## src/rtl/adc_spi_if.sv

```systemverilog
// adc_spi_if: host handshake, result bus and ADC serial pins of the SPI ADC controller
`timescale 1ns/1ps
interface adc_spi_if;
  logic start;
  logic [2:0] channel;
  logic busy;
  logic done;
  logic [11:0] data_out;
  logic [2:0] data_channel;
  logic frame_err;
  logic adc_cs_n;
  logic adc_sck;
  logic adc_din;
  logic adc_dout;
  modport slave (
    input  start, channel, adc_dout,
    output busy, done, data_out, data_channel, frame_err, adc_cs_n, adc_sck, adc_din
  );
  modport master (
    output start, channel, adc_dout,
    input  busy, done, data_out, data_channel, frame_err, adc_cs_n, adc_sck, adc_din
  );
endinterface

```

## src/rtl/adc_spi_controller.sv

```systemverilog
// adc_spi_controller: 16-bit SPI frame to a multiplexed ADC, 3.125 MHz sck from 50 MHz
`timescale 1ns/1ps
module adc_spi_controller (
  input logic clk_50M,
  input logic rst_n,
  adc_spi_if.slave bus
);
  typedef enum logic [1:0] {IDLE, SETUP, SHIFT, QUIET} state_t;
  state_t state, next_state;
  logic [3:0] phase, bit_cnt;
  logic [2:0] ch_lat, prev_ch;
  logic [15:0] shift;
  logic [15:0] cmd;
  logic last;
  assign cmd = {2'b00, ch_lat, 11'b0};
  assign last = state == SHIFT && phase == 4'd15 && bit_cnt == 4'd15;
  always_ff @(posedge clk_50M or negedge rst_n)
    if (!rst_n) state <= IDLE;
    else state <= next_state;
  always_comb begin
    next_state = state;
    case (state)
      IDLE:  next_state = bus.start ? SETUP : IDLE;
      SETUP: next_state = phase == 4'd7 ? SHIFT : SETUP;
      SHIFT: next_state = last ? QUIET : SHIFT;
      QUIET: next_state = phase == 4'd7 ? IDLE : QUIET;
      default: next_state = IDLE;
    endcase
  end
  // phase restarts on every state change; sck is its MSB while shifting
  always_ff @(posedge clk_50M or negedge rst_n)
    if (!rst_n) begin
      phase <= '0;
      bit_cnt <= '0;
      ch_lat <= '0;
      prev_ch <= '0;
      shift <= '0;
      bus.data_out <= '0;
      bus.data_channel <= '0;
      bus.frame_err <= 1'b0;
    end else begin
      phase <= (next_state != state || state == IDLE) ? 4'd0 : phase + 4'd1;
      if (state == SHIFT && phase == 4'd15) bit_cnt <= bit_cnt + 4'd1;
      if (state == IDLE && bus.start) ch_lat <= bus.channel;
      if (state == SHIFT && phase == 4'd7) shift <= {shift[14:0], bus.adc_dout};
      // the ADC returns the channel addressed in the previous frame
      if (last) begin
        bus.data_out <= shift[11:0];
        bus.frame_err <= |shift[15:12];
        bus.data_channel <= prev_ch;
        prev_ch <= ch_lat;
      end
    end
  always_comb begin
    bus.busy = state != IDLE;
    bus.adc_cs_n = !(state == SETUP || state == SHIFT);
    bus.adc_sck = state != SHIFT || phase[3];
    bus.adc_din = state == SHIFT && cmd[~bit_cnt];
    bus.done = state == QUIET && phase == 4'd0;
  end
endmodule

```

## src/flat_wrapper.sv

```systemverilog
// flat-port wrapper written by rule: the top's interface ports become plain ports
module adc_spi_controller_flat 
  (clk_50M, rst_n, bus_start, bus_channel, bus_adc_dout, bus_busy, bus_done, bus_data_out, bus_data_channel, bus_frame_err, bus_adc_cs_n, bus_adc_sck, bus_adc_din);
  adc_spi_if bus_i ();
  input logic clk_50M;
  input logic rst_n;
  input wire logic [$bits(bus_i.start)-1:0] bus_start;
  input wire logic [$bits(bus_i.channel)-1:0] bus_channel;
  input wire logic [$bits(bus_i.adc_dout)-1:0] bus_adc_dout;
  output wire logic [$bits(bus_i.busy)-1:0] bus_busy;
  output wire logic [$bits(bus_i.done)-1:0] bus_done;
  output wire logic [$bits(bus_i.data_out)-1:0] bus_data_out;
  output wire logic [$bits(bus_i.data_channel)-1:0] bus_data_channel;
  output wire logic [$bits(bus_i.frame_err)-1:0] bus_frame_err;
  output wire logic [$bits(bus_i.adc_cs_n)-1:0] bus_adc_cs_n;
  output wire logic [$bits(bus_i.adc_sck)-1:0] bus_adc_sck;
  output wire logic [$bits(bus_i.adc_din)-1:0] bus_adc_din;
  assign bus_i.start = bus_start;
  assign bus_i.channel = bus_channel;
  assign bus_i.adc_dout = bus_adc_dout;
  assign bus_busy = bus_i.busy;
  assign bus_done = bus_i.done;
  assign bus_data_out = bus_i.data_out;
  assign bus_data_channel = bus_i.data_channel;
  assign bus_frame_err = bus_i.frame_err;
  assign bus_adc_cs_n = bus_i.adc_cs_n;
  assign bus_adc_sck = bus_i.adc_sck;
  assign bus_adc_din = bus_i.adc_din;
  adc_spi_controller u_core (.clk_50M(clk_50M), .rst_n(rst_n), .bus(bus_i));
endmodule
```

## config.mk

```make
export PLATFORM = sky130hd
export DESIGN_NAME = adc_spi_controller_flat
export DESIGN_NICKNAME = d
export VERILOG_FILES = /design/src/rtl/adc_spi_if.sv /design/src/rtl/adc_spi_controller.sv /design/src/flat_wrapper.sv
export SDC_FILE = /design/constraint.sdc
export NUM_CORES = 1
export LEC_CHECK = 0
export CORE_MARGIN = 3
export CORE_UTILIZATION = 30
export DETAILED_ROUTE_END_ITERATION = 16
export PLACE_DENSITY_LB_ADDON = 0.15
export SKIP_CTS_REPAIR_TIMING = 1
export SLEW_MARGIN = 40
export SYNTH_ARGS = -nofsm -noshare
export SYNTH_HDL_FRONTEND = slang
export SYNTH_SLANG_ARGS = --single-unit
```

## constraint.sdc

```tcl
create_clock -name clk_50M -period 2.5 [get_ports clk_50M]
set_clock_uncertainty 0.2 [all_clocks]
set_input_delay 0.375 -clock clk_50M [delete_from_list [all_inputs] [get_ports clk_50M]]
set_output_delay 0.375 -clock clk_50M [all_outputs]
set_load 0.01 [all_outputs]
```

=== Yosys cells after proc, flatten, opt, wreduce, memory -nomap -nowiden ===
Index checks and enable logic that the tools add are counted.

* Logic and storage cells: 43
* Input bits: 7
* Bits in read-only memories: 0
* Memories kept: 0
* Bits in latches: 0
* Register bits: 48
* Memory bits (writable): 0

* Multiplexer cells: 8
* Magnitude comparators: 1
* $mul: 0
* Shift operators: 0
* Divide/modulo/power cells: 0
* Bitwise gates (word level): 1
* Equality and inequality tests: 8
* $add $sub $neg: 2
* Reductions and logical operators: 14

{| class="wikitable"
|+ Operators with widths
! operator !! count
|-
| 4-bit by 1-bit adder with 4-bit output, second input constant || 2
|-
| 4-bit == test, second input constant || 2
|-
| 2-bit case mux with 4 select lines || 1
|-
| 1-bit logical AND || 6
|-
| 4-bit by 5-bit < comparator with 1-bit output, second input constant || 1
|-
| 1-bit binary-select mux with 4-bit select || 1
|-
| 2-bit == test, second input constant || 2
|-
| 4-bit by 3-bit == test with 1-bit output, second input constant || 1
|-
| 4-bit zero test || 1
|-
| 2-bit 2-to-1 mux || 2
|-
| 4-bit 2-to-1 mux || 1
|-
| 4-bit inverter || 1
|-
| 4-bit OR reduction || 1
|-
| 1-bit logical OR || 3
|-
| 1-bit 2-to-1 mux || 3
|-
| 2-bit by 1-bit == test with 1-bit output, second input constant || 1
|-
| 2-bit zero test || 1
|-
| 2-bit inequality test || 1
|-
| 2-bit inequality test, second input constant || 1
|-
| 2-bit nonzero test || 1
|-
| 1-bit zero test || 1
|}

=== Logic depth before layout (Yosys ltp) ===
* Depth in word-level cells: 8
* Depth in mapped cells: 8
* Gate-level depth less buffers: 6

=== Worst setup path before layout ===
No wires, ideal clock.

* Path type: register to register
* From: register u_core.state[0]
* To: register u_core.bus.data_out[0]
* Setup time: 0.125 ns
* Data required time: 2.175 ns
* Data arrival time: 1.645 ns
* Path slack: 0.531 ns
* Cell stages (with the launch flop): 8
* Cell sequence: dfrtp_1 inv_1 ha_1 and4_1 buf_6 and2_4 buf_6 mux2_2

* Longest elaborated chain between the ends: 3

{| class="wikitable"
|+ RTL lines
! item !! line !! RTL
|-
| start, declared || adc_spi_controller.sv:9 || <nowiki>state_t state, next_state;</nowiki>
|-
| start signal, assigned || adc_spi_controller.sv:19 || <nowiki>else state <= next_state;</nowiki>
|-
| 2-bit == test || adc_spi_controller.sv:16 || <nowiki>assign last = state == SHIFT && phase == 4'd15 && bit_cnt == 4'd15;</nowiki>
|-
| 1-bit logical AND (2 in series) || adc_spi_controller.sv:16 ||
|-
| end signal, assigned || adc_spi_controller.sv:48 || <nowiki>bus.data_out <= shift[11:0];</nowiki>
|-
| end, declared || adc_spi_if.sv:17 || <nowiki>output busy, done, data_out, data_channel, frame_err, adc_cs_n, adc_sck, adc_din</nowiki>
|}

Every way passes these cells.
A chain may end at the register's enable or synchronous reset.

=== Worst setup path after layout ===
* From: register u_core.state[1]
* To: output bus_done

* Longest elaborated chain between the ends: 2

{| class="wikitable"
|+ RTL lines
! item !! line !! RTL
|-
| 2-bit == test || adc_spi_controller.sv:59 || <nowiki>bus.done = state == QUIET && phase == 4'd0;</nowiki>
|-
| 1-bit logical AND || adc_spi_controller.sv:59 ||
|-
| end, declared || flat_wrapper.sv:11 || <nowiki>output wire logic [$bits(bus_i.done)-1:0] bus_done;</nowiki>
|}

Every way passes these cells.

==> impl_metrics.ini <==
[timing]
grt_setup_unrepaired = no
tns_ns = 0
fin_crit_sh = 0.913
worst_pin_slew_ns = 0.471
fin_crit_ns = 2.28
hold_viol = 0
finalSetupViolCount = 0
slew-limit-headroom = 0.684
fmax_mhz = 438
drv_slew = 0

[critical_path]
worstSetupPathType = reg2out
worst-path-max-fanout = 4
critPathMaxStageDelay_ns = 0.54
cp_slowest_cell = clkdlybuf4s50_1
crit_chain = ha_1, and4bb_2, clkdlybuf4s50_1
path_buf_inv = 1
cp_data_arrival_time_ns = 1.71
cp_top_family = buffers and inverters
worstSetupEndpointType = primary output
start_kind = register
required_ns = 1.92

[drt]
vias = 1204
first_pass_iters = 4
routed_wl_mm = 3.44
drt_iter0_drc = 15
drtAntennaViolNets = 0
avgRoutedWirePerCell_um = 12.7
vias_per_cell = 4.44
drc = 0

[clock_tree]
clk_latency_ns = 0.29
cts_tree = done
cts_buffers = 5
cts_buffer_depth = 2
cts_max_level = 2
cts_sinks = 48
clockRootBuffer = clkbuf_8
path_clk_slew_ns = 0.09

[worst_hold_path]
min_path_type = reg2reg

[placed_design]
place_inst = 263
place.gp.congestion = 0.784
dpl.hpwl_mm = 2.51
io_buffer_count = 27

[synth]
synth_area_leader_cell = dfrtp_1
synthTopCellsByArea = dfrtp_1 (57%), mux2_2 (20%), ha_1 (4.2%)
syn_inst = 144
synthArstFlopShare = 1.00
synth_fp_nets = 158
syn-cell-area_um2 = 2090
ys_ff_latch = 48
synthTopCellsByCount = dfrtp_1 (48), mux2_2 (37), ha_1 (7)
synth_edf_count = 0
yosysUniqueCellTypes = 32
synth_warnings = 0
yosysMostFrequentCell = dfrtp_1
synth-seq-area-share = 0.573
synth_flop_cell = dfrtp_1
yosysTopAreaCellShare = 0.573
avgSynthCellArea_um2 = 14.5

[finish]
multi_input_area_um2 = 823
nNetsFinal = 192
seq_area_um2 = 1200
fin_cells = 271
area_growth_pct = 21.9
drive_above_1_share = 0.337
fill_cells = 611
fin_util = 0.389
num_antenna_cells = 0

[grt]
use_met1 = 0.128
busiest_layer = met2
overflow = 0
grt_pass1_vias = 1275
grt.total_usage = 0.0981
grt_max_degree = 21
grt_pass1_wl_mm = 6.02
grtUsageMet2 = 0.154
globalRouteMet3Util = 0.0286
antenna_found_initial = 0

[die]
rows = 29
io_pins = 28
die_h_um = 89.6
die_w_um = 89.6
core_um2 = 6570
dieArea_um2 = 8020
initial_core_util = 0.319

[power_and_ir_drop]
power_density_nw_per_um2 = 622
p_leak_nw = 1.23
irDropWorstVdd_v = 0.000417

[run_status]
status = complete, no violations

[job]
maxCapViolCount = 0
-- through the flow --
step	setup WS [ns]	hold slack, ns	total power [mW]	instance area, µm²
after floorplan	0.531	-0.121	1.06	2090
after global placement	0.256	0.119	1.15	2460
after detailed placement	0.205	0.123	1.17	2460
after CTS	-0.131	-0.206	1.61	2540
after global routing	0.145	0.328	1.68	2550
final	0.218	0.283	1.59	2550
-- placed cells by master (no fill, tap or decap), types with 2 or more instances in the layout --
cell type,Yosys,layout
dfrtp_1,48,48
mux2_2,37,37
clkdlybuf4s50_1,0,25
inv_1,6,6
ha_1,7,6
nor2_1,5,5
nand2_1,5,5
clkbuf_8,0,5
xnor2_1,4,4
buf_4,0,4
nand3b_1,2,2
a21oi_1,2,2
nor3_2,2,2
xor2_1,2,2
-- where the power goes --
group / switching, mW / leakage, nW / internal, mW
Clock: 0.248 / 0.0400 / 0.190
Sequential: 0.0483 / 0.658 / 0.826
Combinational: 0.139 / 0.533 / 0.138
-- cell families (layout without fill, tap and decap cells) --
logic type,after synthesis,after routing,synth area share
mux,39,39,0.211
flops,48,48,0.573
compound gates,6,6,0.0275
simple gates,27,27,0.0866
buf+inv,11,45,0.0346
xor+xnor,6,6,0.0251
fa+ha+maj,7,7,0.0418
-- sequential cells by signal, indices dropped and copies added, names as in the netlist --
signal,cells
u_core.bus.data_channel,3
u_core.bus.frame_err,1
u_core.phase,4
u_core.state,2
u_core.shift,16
u_core.bus.data_out,12
u_core.bit_cnt,4
u_core.prev_ch,3
u_core.ch_lat,3
-- cell type report --
| class | count | area share |
|---|---|---|
| flip-flops and latches | 48 | 0.471 |
| multi-input cells | 85 | 0.323 |
| repair buffers | 32 | 0.121 |
| well taps | 93 | 0.0456 |
| clock buffers | 5 | 0.0270 |
| inverters | 6 | 0.00882 |
| clock inverters | 2 | 0.00490 |
-- worst paths after layout --
kind	slack [ns]	cells after the start	startpoint	to
worst max-delay path	0.22	3	u_core.state[1]	bus_done
worst min-delay path	0.28	1	u_core.bit_cnt[3]	u_core.bit_cnt[3]
worst max register to register	0.40	7	u_core.state[0]	u_core.phase[0]
worst min register to register	0.28	1	u_core.bit_cnt[3]	u_core.bit_cnt[3]
max in group asynchronous	1.19	3	rst_n	u_core.shift[2]
min in group asynchronous	0.34	2	rst_n	u_core.prev_ch[1]
-- routing by layer --
| layer | share of wire | vias to the layer above |
|---|---|---|
| met2 | 0.49 | 23 |
| met5 | 0 | - |
| met1 | 0.47 | 612 |
| met3 | 0.031 | 4 |
| met4 | 0.012 | 0 |
| li1 | - | 565 |
Power figures use the tool's default switching activity.
